$ cat src/rtl/arm_core_pkg.sv
// Shared definitions for the pipelined ARM core: datapath widths, reset vector,
// fetch-stage state encoding and the fetch queue entry layout.
package arm_core_pkg;

  localparam int unsigned XLEN       = 32;
  localparam int unsigned INST_BYTES = 4;

  localparam logic [XLEN-1:0] RESET_VECTOR = 32'h0000_0000;

  typedef enum logic [0:0] {
    StBoot,
    StRun
  } fetch_state_e;

  typedef struct packed {
    logic [XLEN-1:0] inst;
    logic [XLEN-1:0] pc;
  } fetch_entry_t;

endpackage

$ cat src/rtl/fetch_queue.sv
// Two-entry synchronous FIFO of fetched {inst, pc} pairs; flush empties it and
// takes priority over push and pop.
module fetch_queue
  import arm_core_pkg::*;
(
  input  logic         clk,
  input  logic         rst_n,
  input  logic         push,
  input  fetch_entry_t push_data,
  input  logic         pop,
  input  logic         flush,
  output logic         full,
  output logic         empty,
  output fetch_entry_t head
);

  fetch_entry_t mem_q [2];
  logic         wr_ptr_q;
  logic         rd_ptr_q;
  logic [1:0]   count_q;
  logic         do_push;
  logic         do_pop;

  assign full  = (count_q == 2'd2);
  assign empty = (count_q == 2'd0);
  assign head  = mem_q[rd_ptr_q];

  assign do_pop  = pop && !empty;
  // A push into a full queue is only legal when the head leaves the same cycle.
  assign do_push = push && (!full || do_pop);

  always_ff @(posedge clk or negedge rst_n) begin
    if (!rst_n) begin
      for (int i = 0; i < 2; i++) begin
        mem_q[i] <= '0;
      end
      wr_ptr_q <= 1'b0;
      rd_ptr_q <= 1'b0;
      count_q  <= 2'd0;
    end else if (flush) begin
      wr_ptr_q <= 1'b0;
      rd_ptr_q <= 1'b0;
      count_q  <= 2'd0;
    end else begin
      if (do_push) begin
        mem_q[wr_ptr_q] <= push_data;
        wr_ptr_q        <= ~wr_ptr_q;
      end
      if (do_pop) begin
        rd_ptr_q <= ~rd_ptr_q;
      end
      count_q <= count_q + {1'b0, do_push} - {1'b0, do_pop};
    end
  end

endmodule

$ cat src/rtl/instruction_fetch.sv
// Fetch stage: owns the PC, issues instruction memory reads and buffers fetched
// words in a 2-entry queue toward decode; branches redirect and flush it.
module instruction_fetch
  import arm_core_pkg::*;
#(
  parameter logic [XLEN-1:0] RESET_PC = RESET_VECTOR
) (
  input  logic            clk,
  input  logic            rst_n,
  output logic [XLEN-1:0] inst_address,
  output logic            inst_read,
  input  logic [XLEN-1:0] inst_out,
  input  logic            redirect_valid,
  input  logic [XLEN-1:0] redirect_pc,
  output logic            id_valid,
  output logic [XLEN-1:0] id_inst,
  output logic [XLEN-1:0] id_pc,
  input  logic            id_ready
);

  fetch_state_e    state_q;
  logic [XLEN-1:0] pc_q;
  logic [XLEN-1:0] redirect_target;
  logic            q_full;
  logic            q_empty;
  logic            pop;
  logic            flush;
  fetch_entry_t    push_data;
  fetch_entry_t    head;
  logic [1:0]      unused_redirect_lsb;

  assign redirect_target     = {redirect_pc[XLEN-1:2], 2'b00};
  assign unused_redirect_lsb = redirect_pc[1:0];

  assign id_valid = !q_empty;
  assign id_inst  = head.inst;
  assign id_pc    = head.pc;

  assign pop   = id_valid && id_ready && !redirect_valid;
  assign flush = redirect_valid;

  // Fetch when a slot is free now or will be freed by this cycle's pop.
  assign inst_read    = (state_q == StRun) && !redirect_valid && (!q_full || (id_valid && id_ready));
  assign inst_address = pc_q;

  assign push_data.inst = inst_out;
  assign push_data.pc   = pc_q;

  always_ff @(posedge clk or negedge rst_n) begin
    if (!rst_n) begin
      state_q <= StBoot;
      pc_q    <= RESET_PC;
    end else begin
      unique case (state_q)
        StBoot: begin
          state_q <= StRun;
          if (redirect_valid) begin
            pc_q <= redirect_target;
          end
        end
        StRun: begin
          if (redirect_valid) begin
            pc_q <= redirect_target;
          end else if (inst_read) begin
            pc_q <= pc_q + XLEN'(INST_BYTES);
          end
        end
        default: state_q <= StBoot;
      endcase
    end
  end

  fetch_queue u_fetch_queue (
    .clk       (clk),
    .rst_n     (rst_n),
    .push      (inst_read),
    .push_data (push_data),
    .pop       (pop),
    .flush     (flush),
    .full      (q_full),
    .empty     (q_empty),
    .head      (head)
  );

endmodule

$ cat config.mk
export PLATFORM = sky130hd
export DESIGN_NAME = instruction_fetch
export DESIGN_NICKNAME = d
export VERILOG_FILES = /design/src/rtl/arm_core_pkg.sv /design/src/rtl/fetch_queue.sv /design/src/rtl/instruction_fetch.sv
export SDC_FILE = /design/constraint.sdc
export NUM_CORES = 1
export LEC_CHECK = 0
export CELL_PAD_IN_SITES_DETAIL_PLACEMENT = 1
export CELL_PAD_IN_SITES_GLOBAL_PLACEMENT = 2
export CORE_AREA = 2 2 166 136
export DETAILED_ROUTE_END_ITERATION = 12
export DIE_AREA = 0 0 168 138
export GPL_TIMING_DRIVEN = 0
export PLACE_DENSITY = 0.87
export SLEW_MARGIN = 20
export SYNTH_ARGS = -nofsm -noshare
export SYNTH_HDL_FRONTEND = slang
export SYNTH_HIERARCHICAL = 1
export SYNTH_SLANG_ARGS = --single-unit
$ cat constraint.sdc
create_clock -name clk -period 5 [get_ports clk]
set_input_delay 1 -clock clk [delete_from_list [all_inputs] [get_ports clk]]
set_output_delay 1 -clock clk [all_outputs]
set_load 0.01 [all_outputs]
==> results of run 1 <==
-- worst max path at each step --
| stage | startpoint | end | slack (ps) | depth (start not counted) |
|---|---|---|---|---|
| after floorplan | redirect_valid | u_fetch_queue/mem_q[119] | 2030 | 8 |
| after global placement | rst_n | u_fetch_queue/mem_q[104] | -3580 | 1 |
| after detailed placement | redirect_valid | u_fetch_queue/mem_q[124] | 480 | 9 |
| after CTS | redirect_valid | inst_read | 510 | 5 |
| after global routing | redirect_valid | inst_read | 370 | 5 |
| final | redirect_valid | inst_read | 520 | 5 |
-- per-stage QoR --
stage / setup TNS (ps) / setup WS, ps
2_1_floorplan: 0 / 2030
3_3_place_gp: -580750 / -3580
3_5_place_dp: 0 / 484
4_1_cts: 0 / 510
5_1_grt: 0 / 368
6_report: 0 / 524
-- state kept, by name, summed over array words and instances, names as in the netlist --
| register | count |
|---|---|
| u_fetch_queue/count_q | 2 |
| u_fetch_queue/rd_ptr_q | 1 |
| u_fetch_queue/wr_ptr_q | 1 |
| state_q | 1 |
| inst_address | 30 |
| u_fetch_queue/mem_q | 128 |
-- metal layers --
layer / GRT usage, % / routed length (um)
met5: 0 / 0
met2: 31.4 / 10200
met1: 25.3 / 9790
met3: 4.01 / 876
met4: 6.22 / 336
-- final cells by class --
type	count	area, um2
Timing Repair Buffer	162	1640
Multi-Input combinational cell	378	3520
Buffer	35	218
Sequential cell	163	4080
Tap cell	280	350
Fill cell	2205	11400
Inverter	9	33.8
Clock inverter	11	104
Clock buffer	21	460
-- report_power, final --
part | switching (W) | total (W) | internal, W
combinational | 0.000428 | 0.00125 | 0.000827
clock | 0.000542 | 0.00126 | 0.000715
sequential | 0.000227 | 0.00189 | 0.00167
-- cell usage after synthesis, types with 2 or more instances --
library cell and number:
sky130_fd_sc_hd__dfrtp_1 163, sky130_fd_sc_hd__mux2_2 129, sky130_fd_sc_hd__mux2_4 60, sky130_fd_sc_hd__nand2_1 36
sky130_fd_sc_hd__xor2_1 19, sky130_fd_sc_hd__o21ai_0 18, sky130_fd_sc_hd__nor2_1 16, sky130_fd_sc_hd__clkbuf_1 14
sky130_fd_sc_hd__nand4_1 14, sky130_fd_sc_hd__nand3_1 12, sky130_fd_sc_hd__inv_1 9, sky130_fd_sc_hd__and3_1 8
sky130_fd_sc_hd__buf_4 7, sky130_fd_sc_hd__buf_6 7, sky130_fd_sc_hd__buf_2 6, sky130_fd_sc_hd__o21ai_1 6
sky130_fd_sc_hd__and2_1 5, sky130_fd_sc_hd__mux2_1 5, sky130_fd_sc_hd__xnor2_1 5, sky130_fd_sc_hd__nor3_1 4
sky130_fd_sc_hd__a311oi_1 3, sky130_fd_sc_hd__and4_1 3, sky130_fd_sc_hd__ha_1 3, sky130_fd_sc_hd__a2111oi_0 2
sky130_fd_sc_hd__a21oi_1 2, sky130_fd_sc_hd__a31oi_1 2, sky130_fd_sc_hd__conb_1 2, sky130_fd_sc_hd__nand2b_1 2
sky130_fd_sc_hd__nor2b_1 2, sky130_fd_sc_hd__o31ai_1 2, sky130_fd_sc_hd__or3_1 2
-- critical path, stage by stage --
cell                              delay, ps
sky130_fd_sc_hd__clkdlybuf4s50_1        730
sky130_fd_sc_hd__buf_1                  450
sky130_fd_sc_hd__clkbuf_1               500
sky130_fd_sc_hd__nor2_1                 220
sky130_fd_sc_hd__clkdlybuf4s50_1        560
-- cell families after synthesis --
group / share of synthesized area (%)
adder cells (fa/ha/maj): 0.479
AO/OA/AOI/OAI: 3.61
multiplexers: 30.8
buffers and inverters: 3.21
XOR/XNOR: 2.68
other: 0.0959
AND/OR/NAND/NOR: 7.05
flip-flops: 52.1
-- placed cells by master (no fill, tap or decap), drive strengths merged, types with 13 or more instances in the layout --
master,count
nor2,16
dfrtp,163
mux2,194
xor2,19
buf,23
nand2,36
clkbuf,35
o21ai,24
clkdlybuf4s50,160
nand4,14
nand3,13
==> impl_summary.txt, run 1 <==
----------------------------------------------------
[Place]
  Input/output buffers ... 161
  GP Congestion ... 0.818
  Cell Area, Placed ... 0.00984 mm2
  Post-detail-place hpwl ... 15100 um
  Total placed cells including tap cells ... 1027

[Clock tree]
  Post-CTS setup buffer count ... 0
  Cells resized by post-CTS repair ... 0
  Clock-pin slew reported for the worst setup and hold paths after clock tree synthesis ... 60 ps
  H-tree depth ... 4
  Post-cts hold buffer count ... 0
  Later-pin clock latency in the skew report ... 420 ps
  Number of CTS-inserted buffers ... 17
  Number of sinks driven by the clock tree ... 163
  Number of buffers on the longest clock path ... 2
  Root cell of the clock tree ... sky130_fd_sc_hd__clkbuf_16
  Clock tree from TritonCTS ... done

[Power and ir drop]
  Total power ... 0.00440 W
  Pwr dens ... 423 mW/mm2
  Leak Pwr ... 4.41 nW
  Worst voltage drop across the vdd grid ... 194 uV

[Final layout]
  Finished Layout Cells ... 1059
  Final cell area excluding filler cells ... 0.0104 mm2
  Antenna fix cells ... 0
  Post-layout utilization of the core ... 47.8%
  Number of nets in the final layout ... 837
  Layout cells sized above 1 ... 31.6%
  P&R area growth vs syn ... 32.9%

[Floorplan]
  Core footprint ... 0.0218 mm2
  Die ar. ... 0.0232 mm2
  Die span in x ... 168 um
  Number of top-level design ports ... 166
  Height of the die ... 138 um
  Floorplan row count ... 49
  Starting density of the core ... 36.0%

[Yosys]
  Synth area leaders ... sky130_fd_sc_hd__dfrtp_1 52%, sky130_fd_sc_hd__mux2_2 19%, sky130_fd_sc_hd__mux2_4 12%, sky130_fd_sc_hd__xor2_1 2.1%, sky130_fd_sc_hd__nand2_1 1.7%
  EDFF count, synth ... 0
  Number of synthesized register bits ... 163
  Sequential-to-total area share from yosys stat ... 52.1%
  Leading area contributor after synthesis ... sky130_fd_sc_hd__dfrtp_1
  Yosys warns ... 6
  Share of flip-flops with an asynchronous set or reset after synthesis ... 100%
  Netlist cell types ... 43
  Syn Area/Cell ... 13.5 um2
  Prevailing post-synth register cell ... sky130_fd_sc_hd__dfrtp_1
  Netlist area before placement ... 0.00783 mm2
  Area fraction of the dominant cell type after synthesis ... 52.1%
  Number of instances in the synthesized netlist ... 580

[Worst setup path]
  Type of destination of the critical path ... primary output
  Minimum setup slack among reg-to-reg paths ... 2420 ps
  Category of the critical setup timing path ... input pin to primary output
  Type of element launching the critical path ... input pin
  Start of the worst register-to-register path ... u_fetch_queue/count_q[1]
  Number of cells on the worst reg-to-reg path ... 8
  Required time at the worst-slack endpoint ... 4000 ps
  End of the worst register-to-register path ... u_fetch_queue/mem_q[85]
  Critical path arrival ... 3480 ps
  Maximum fanout along the worst path ... 10

[STA]
  Relative slew slack ... 46.1%
  Setup violations, final ... 0
  Final-layout worst hold slack ... 487 ps
  Worst-margin pin slew ... 809 ps
  Final critical-path share of the clock period ... 89.5%
  Time the final worst path needs with I/O delays and setup ... 4480 ps
  Highest attainable clock frequency ... 0.223 GHz
  Slew Limit Fails ... 0
  Final Hold Violating Endpoints ... 0
  RSZ-0062 raised after global routing ... false
  Largest clock skew in the final design ... 10.4 ps

[Job]
  Max-cap violation count ... 0

[Status]
  Outcome ... finished clean

[Worst hold path]
  Endpoint with the worst hold slack ... u_fetch_queue/mem_q[31]
  Hold Path Depth ... 1
  Launch instance of the worst min-delay path ... u_fetch_queue/mem_q[31]
  Tightest Hold Check Type ... register to register

[Detailed routing]
  Routed length per placed instance ... 20.0 um
  Number of DRC violations after detailed routing ... 0
  Per-cell via count in the routed design ... 5.04
  Starting DRC count in detailed routing ... 271
  Detailed Route WL ... 21200 um
  Number of routed nets with antenna violations ... 0
  Vias post-DR ... 5338
  TritonRoute pass-1 iters ... 4

[Global routing]
  Grt ovf ... 0
  Total track usage ... 19.1%
  Maximum number of pins on one net before global-route repair ... 96
  Number of antenna violations at the first check in global routing ... 1
  Via count of the first global-routing pass ... 6008
  First-pass GRT wire length ... 34600 um

----------------------------------------------------
Note: power is estimated with default switching activity, not from simulation.
==> inputs of run 2 (changes only) <==
Settings changed: ABC_AREA set to 1, CELL_PAD_IN_SITES_DETAIL_PLACEMENT 1 to 2, CORE_AREA 2 2 166 136 to 2 2 192 156, DIE_AREA 0 0 168 138 to 0 0 194 158.
==> impl_summary.txt, run 2 <==
----------------------------------------------------
[Worst hold path]
  Tightest Hold Check Type ... register to register

[Place]
  Placement Setup Slack ... 1230 ps (+744 ps)
  GP Congestion ... 0.806 (-1.4%)
  Total placed cells including tap cells ... 1758 (+71%)
  Input/output buffers ... 161 (unchanged)
  Post-detail-place hpwl ... 25100 um (+67%)

[Detailed routing]
  Detailed Route WL ... 35900 um (+70%)
  Number of DRC violations after detailed routing ... 0 (unchanged)
  Starting DRC count in detailed routing ... 518 (+91%)
  Routed length per placed instance ... 20.1 um (+0.38%)
  Number of routed nets with antenna violations ... 0 (unchanged)
  Per-cell via count in the routed design ... 5.14 (+2.0%)
  Vias post-DR ... 9207 (+72%)
  TritonRoute pass-1 iters ... 5 (+1)

[Yosys]
  Share of flip-flops with an asynchronous set or reset after synthesis ... 100% (unchanged)
  Sequential-to-total area share from yosys stat ... 44.8% (-7.3 points)
  Netlist cell types ... 34 (-21%)
  Synth area leaders ... sky130_fd_sc_hd__dfrtp_1 45%, sky130_fd_sc_hd__nand2_1 23%, sky130_fd_sc_hd__nand4_1 8.9%, sky130_fd_sc_hd__nand2_2 3.8%, sky130_fd_sc_hd__nor2_1 3.6%
  Netlist area before placement ... 0.00910 mm2 (+16%)
  EDFF count, synth ... 0 (unchanged)
  Prevailing post-synth register cell ... sky130_fd_sc_hd__dfrtp_1
  Yosys warns ... 6 (unchanged)
  Number of instances in the synthesized netlist ... 1214 (+110%)
  Number of synthesized register bits ... 163 (unchanged)
  Area fraction of the dominant cell type after synthesis ... 44.8% (-7.3 points)
  Syn Area/Cell ... 7.49 um2 (-44%)
  Most numerous cell types in the synthesized netlist ... 551 x sky130_fd_sc_hd__nand2_1, 163 x sky130_fd_sc_hd__dfrtp_1, 129 x sky130_fd_sc_hd__nand4_1
  Cell with the most instances after synthesis ... sky130_fd_sc_hd__nand2_1
  Leading area contributor after synthesis ... sky130_fd_sc_hd__dfrtp_1

[Final layout]
  Largest register FFs ... 128 (unchanged)
  Post-layout utilization of the core ... 41.0% (-6.9 points)
  P&R area growth vs syn ... 30.0%
  Most frequent standard cell in the layout excluding fill and tap cells ... sky130_fd_sc_hd__nand2_1
  Register bank with the most flops ... u_fetch_queue/mem_q
  Antenna fix cells ... 0 (unchanged)
  Layout cells sized above 1 ... 13.2% (-18 points)
  Highest-count cells in the layout ignoring fill and taps ... 551 x sky130_fd_sc_hd__nand2_1, 163 x sky130_fd_sc_hd__dfrtp_1, 160 x sky130_fd_sc_hd__clkdlybuf4s50_1, 129 x sky130_fd_sc_hd__nand4_1, 88 x sky130_fd_sc_hd__nor2_1
  Finished Layout Cells ... 1790 (+69%)
  Number of nets in the final layout ... 1471 (+76%)

[Power and ir drop]
  Pwr dens ... 392 mW/mm2 (-7.3%)
  Leak Pwr ... 5.82 nW (+32%)
  Worst voltage drop across the vdd grid ... 255 uV (+31%)

[Global routing]
  Global routing met2 resource utilization ... 42.0% (+11 points)
  Total track usage ... 24.1% (+5.0 points)
  Number of antenna violations at the first check in global routing ... 0 (-1)
  Met3 usage in global routing ... 3.13% (-0.88 points)
  First-pass GRT wire length ... 57800 um (+67%)
  Met1 Usage GRT ... 32.1% (+6.8 points)
  Maximum number of pins on one net before global-route repair ... 94 (-2.1%)
  GRT busiest layer ... met2
  Grt ovf ... 0 (unchanged)
  Via count of the first global-routing pass ... 10200 (+70%)

[Worst setup path]
  Buf/Inv on CP ... 3 (-1)
  Maximum fanout along the worst path ... 2 (-8)
  Cell type group with the largest total delay on the critical path ... buffers and inverters
  Category of the critical setup timing path ... input pin to primary output
  Type of element launching the critical path ... input pin
  Slowest library cell on the worst path ... sky130_fd_sc_hd__clkdlybuf4s50_1
  Type of destination of the critical path ... primary output
  Max stage delay on crit path ... 600 ps (-130 ps)
  Critical path arrival ... 2800 ps (-680 ps)
  Required time at the worst-slack endpoint ... 4000 ps (about the same)
  Most frequent CP cell ... sky130_fd_sc_hd__clkdlybuf4s50_1
  Worst-path cell chain ... clkdlybuf4s50_1 > inv_1 > o21ai_1 > nand2_1 > nor2_1 > clkdlybuf4s50_1

[STA]
  Final Hold Violating Endpoints ... 0 (unchanged)
  Final critical-path share of the clock period ... 75.9% (-14 points)
  Highest attainable clock frequency ... 0.263 GHz (+18%)
  Largest clock skew in the final design ... 17.8 ps (+7.37 ps)
  Final worst slack ... 1200 ps (+680 ps)
  Time the final worst path needs with I/O delays and setup ... 3800 ps (-680 ps)
  Slew Limit Fails ... 0 (unchanged)
  Setup violations, final ... 0 (unchanged)
  Final-layout worst hold slack ... 476 ps (-10.6 ps)
  Relative slew slack ... 58.0% (+12 points)
  RSZ-0062 raised after global routing ... false
  Final TNS setup ... 0 ps (unchanged)
  Worst-margin pin slew ... 629 ps (-180 ps)

[Floorplan]
  Number of top-level design ports ... 166 (unchanged)
  Height of the die ... 158 um (+14%)
  Starting density of the core ... 31.5% (-4.5 points)
  Floorplan row count ... 56 (+14%)
  Die ar. ... 0.0307 mm2 (+32%)
  Core footprint ... 0.0289 mm2 (+33%)
  Die span in x ... 194 um (+15%)

[Clock tree]
  Clock-pin slew reported for the worst setup and hold paths after clock tree synthesis ... 70 ps (about the same)
  Post-cts hold buffer count ... 0 (unchanged)
  Cells resized by post-CTS repair ... 0 (unchanged)
  Number of CTS-inserted buffers ... 17 (unchanged)
  Clock tree from TritonCTS ... done
  Number of sinks driven by the clock tree ... 163 (unchanged)
  Root cell of the clock tree ... sky130_fd_sc_hd__clkbuf_16
  H-tree depth ... 4 (unchanged)
  Later-pin clock latency in the skew report ... 440 ps (+20 ps)
  Post-CTS setup buffer count ... 0 (unchanged)
  Number of buffers on the longest clock path ... 2 (unchanged)

[Job]
  Max-cap violation count ... 0 (unchanged)

[Status]
  Outcome ... finished clean

----------------------------------------------------
[run 2: cell types whose count changed after synthesis, sizes merged, moves of 5 or more]
cell	change
and2	-5
and3	-8
buf	+55
clkbuf	-8
inv	+31
mux2	-194
nand2	+571
nand3	+31
nand4	+115
nor2	+84
xor2	-19
[run 2: path summary, 6_finish.rpt]
kind | startpoint | to | slack, ps | cells after the start
min in group asynchronous | rst_n | u_fetch_queue/mem_q[122] | 520 | 1
min reg2reg | u_fetch_queue/mem_q[57] | u_fetch_queue/mem_q[57] | 480 | 2
max | id_ready | inst_read | 1200 | 6
max in group asynchronous | rst_n | inst_address[24] | 3580 | 2
min | u_fetch_queue/mem_q[57] | u_fetch_queue/mem_q[57] | 480 | 2
max reg2reg | u_fetch_queue/count_q[1] | u_fetch_queue/count_q[0] | 2190 | 12
[run 2: cell families (layout without fill, tap and decap cells)]
logic type	after synthesis	in the layout	share of synthesized area [%]
XOR/XNOR	4	4	0.385
AO/OA/AOI/OAI	33	33	1.98
other	2	7	0.0826
buffers and inverters	125	319	8.68
AND/OR/NAND/NOR	884	884	43.6
adder cells (fa/ha/maj)	3	3	0.413
flip-flops	163	163	44.8
[run 2: power by group]
group          switching [W]  total, W  internal [W]
Combinational       0.000715   0.00133      0.000620
Clock               0.000626   0.00136      0.000733
Sequential          0.000295   0.00194       0.00165
Total                0.00164   0.00464       0.00300
[run 2: routing by layer]
metal | wire length, um | vias up
met1 | 16500 | 4695
li1 | - | 4292
met4 | 437 | 0
met2 | 17800 | 190
met3 | 1180 | 30
met5 | 0 | -
[run 2: final cells by class]
class                   instances  area, um2
plain buffers                  82        627
clock buffers                  19        453
clock inverters                13        138
fillers                      3363      17000
inverters                      43        163
multi-input cells             931       4250
flip-flops and latches        163       4080
well taps                     377        472
repair buffers                162       1640
[run 2: worst min-delay path, delay by kind of cell (launching register included)]
family,cells,cell delay [ps]
DFF,1,350
and+or+nand+nor,2,100
[run 2: through the flow]
step	area [um2]	total power [W]
final	11800	0.00464
after global placement	11200	0.00320
after detailed placement	11200	0.00328
after global routing	11800	0.00491
after CTS	11800	0.00469
after floorplan	9110	0.00255
==> inputs of run 3 (changes only) <==
Settings changed: CORE_AREA 2 2 192 156 to 2 2 209 170, DIE_AREA 0 0 194 158 to 0 0 211 172, PLACE_DENSITY 0.87 to 0.78.
Clock period 5 ns to 3.4 ns, I/O delays scaled along.
==> impl_summary.txt, run 3 (synthesized netlist as in run 2, its figures left out) <==
----------------------------------------------------
[Detailed routing]
  Vias post-DR ... 9051 (-1.7%)
  Routed length per placed instance ... 19.2 um (-4.4%)
  Per-cell via count in the routed design ... 4.88 (-5.1%)
  Detailed Route WL ... 35600 um (-0.96%)
  Number of DRC violations after detailed routing ... 0 (unchanged)
  Number of routed nets with antenna violations ... 0 (unchanged)
  TritonRoute pass-1 iters ... 5 (unchanged)
  Starting DRC count in detailed routing ... 445 (-14%)

[Floorplan]
  Die span in x ... 211 um (+8.8%)
  Height of the die ... 172 um (+8.9%)
  Number of top-level design ports ... 166 (unchanged)
  Core footprint ... 0.0343 mm2 (+19%)
  Die ar. ... 0.0363 mm2 (+18%)
  Floorplan row count ... 61 (+8.9%)
  Starting density of the core ... 26.5% (-5.0 points)

[STA]
  Time the final worst path needs with I/O delays and setup ... 3210 ps
  Relative slew slack ... 58.2% (+0.16 points)
  Highest attainable clock frequency ... 0.312 GHz
  Final critical-path share of the clock period ... 94.4%
  Final worst slack ... 191 ps (-1010 ps)
  Slew Limit Fails ... 0 (unchanged)
  Setup violations, final ... 0 (unchanged)
  Final Hold Violating Endpoints ... 0 (unchanged)
  Largest clock skew in the final design ... 9.65 ps (-8.13 ps)
  RSZ-0062 raised after global routing ... false
  Worst-margin pin slew ... 627 ps (-2.34 ps)

[Clock tree]
  Number of sinks driven by the clock tree ... 163 (unchanged)
  Number of buffers on the longest clock path ... 2 (unchanged)
  Later-pin clock latency in the skew report ... 450 ps (about the same)
  Clock tree from TritonCTS ... done
  Root cell of the clock tree ... sky130_fd_sc_hd__clkbuf_16
  Post-CTS setup buffer count ... 0 (unchanged)
  Number of CTS-inserted buffers ... 17 (unchanged)
  Cells resized by post-CTS repair ... 0 (unchanged)
  H-tree depth ... 4 (unchanged)
  Post-cts hold buffer count ... 0 (unchanged)
  Clock-pin slew reported for the worst setup and hold paths after clock tree synthesis ... 70 ps (about the same)

[Final layout]
  Number of nets in the final layout ... 1471 (unchanged)
  Post-layout utilization of the core ... 34.6% (-6.3 points)
  Register bank with the most flops ... u_fetch_queue/mem_q
  Most frequent standard cell in the layout excluding fill and tap cells ... sky130_fd_sc_hd__nand2_1
  Multi-input gate area ... 0.00425 mm2 (unchanged)
  P&R area growth vs syn ... 30.4%
  Highest-count cells in the layout ignoring fill and taps ... 551 x sky130_fd_sc_hd__nand2_1, 163 x sky130_fd_sc_hd__dfrtp_1, 160 x sky130_fd_sc_hd__clkdlybuf4s50_1, 129 x sky130_fd_sc_hd__nand4_1, 88 x sky130_fd_sc_hd__nor2_1
  Fill count ... 3970 (+18%)
  Antenna fix cells ... 0 (unchanged)
  Largest register FFs ... 128 (unchanged)
  Final cell area excluding filler cells ... 0.0119 mm2 (+0.37%)
  Area occupied by registers ... 0.00408 mm2 (unchanged)
  Layout cells sized above 1 ... 13.2% (-0.071 points)

[Worst setup path]
  End of the worst register-to-register path ... u_fetch_queue/count_q[1]
  Minimum setup slack among reg-to-reg paths ... 610 ps (-1580 ps)
  Critical path startpoint ... id_ready
  Critical path arrival ... 2530 ps (-270 ps)
  Type of element launching the critical path ... input pin
  Number of cells on the worst reg-to-reg path ... 13 (+1)
  Required time at the worst-slack endpoint ... 2720 ps (-1280 ps)
  Start of the worst register-to-register path ... u_fetch_queue/count_q[1]
  Maximum fanout along the worst path ... 2 (unchanged)
  Category of the critical setup timing path ... input pin to primary output
  Type of destination of the critical path ... primary output

[Place]
  Post-detail-place hpwl ... 25700 um (+2.1%)
  Cell Area, Placed ... 0.0113 mm2 (+0.71%)
  Input/output buffers ... 161 (unchanged)
  Placement Setup Slack ... 29.8 ps (-1200 ps)
  GP Congestion ... 0.785 (-2.6%)

[Status]
  Outcome ... finished clean

[Power and ir drop]
  Worst voltage drop across the vdd grid ... 219 uV (-14%)
  Pwr dens ... 562 mW/mm2 (+43%)
  Leak Pwr ... 5.80 nW (-0.47%)
  Total power ... 0.00666 W (+44%)

[Worst hold path]
  Tightest Hold Check Type ... input pin to async pin

[Global routing]
  Number of antenna violations at the first check in global routing ... 0 (unchanged)
  Via count of the first global-routing pass ... 10000 (-1.7%)
  Total track usage ... 20.3% (-3.8 points)
  First-pass GRT wire length ... 56700 um (-1.9%)
  Maximum number of pins on one net before global-route repair ... 91 (-3.2%)
  Grt ovf ... 0 (unchanged)

[Job]
  Max-cap violation count ... 0 (unchanged)

----------------------------------------------------
run 3: changes by cell type in the layout (fill, tap and decap cells not counted), sizes merged:
cell      before  now
bufinv         1    0
clkinv         6    8
inv           48   44
clkinvlp       1    3
clkbuf        25   26
run 3: worst max-delay path, stage by stage:
cell and delay [ps]:
sky130_fd_sc_hd__clkdlybuf4s50_1 460, sky130_fd_sc_hd__inv_1 60, sky130_fd_sc_hd__o21ai_1 270, sky130_fd_sc_hd__nand2_1 140
sky130_fd_sc_hd__nor2_1 310, sky130_fd_sc_hd__clkdlybuf4s50_1 610
run 3: final cells by class:
| class | count | area share (%) |
|---|---|---|
| timing repair buffer | 162 | 13.9 |
| clock inverter | 12 | 0.823 |
| clock buffer | 20 | 3.85 |
| sequential | 163 | 34.4 |
| inverter | 43 | 1.37 |
| buffer | 82 | 5.28 |
| tap | 441 | 4.65 |
| multi-input combinational | 931 | 35.8 |
run 3: how the worst max path moves through the flow:
stage          slack (ps)                       end
2_1_floorplan        1080  u_fetch_queue/count_q[1]
3_3_place_gp        -5720          inst_address[27]
3_5_place_dp           30  u_fetch_queue/count_q[0]
4_1_cts               190                 inst_read
5_1_grt               160                 inst_read
6_report              190                 inst_read
run 3: where the power goes:
part | internal, W | switching, W | total (W)
logic | 0.000912 | 0.00103 | 0.00194
registers | 0.00242 | 0.000415 | 0.00284
clock network | 0.000986 | 0.000902 | 0.00189
total | 0.00432 | 0.00234 | 0.00666
run 3: routing by layer:
layer / track usage, % / vias to the layer above / routed length [um]
met5: 0 / - / 0
met4: 4.93 / 0 / 445
met3: 2.83 / 30 / 1090
met2: 35.1 / 181 / 17300
met1: 26.9 / 4563 / 16700
li1: - / 4277 / -
run 3: metrics by stage:
step | setup TNS [ps] | hold slack [ps] | instances
after floorplan | 0 | 384 | 1219
after global placement | -927900 | 454 | 1821
after detailed placement | 0 | 460 | 1822
after CTS | 0 | 227 | 1854
after global routing | 0 | 232 | 1854
final | 0 | 187 | 1854
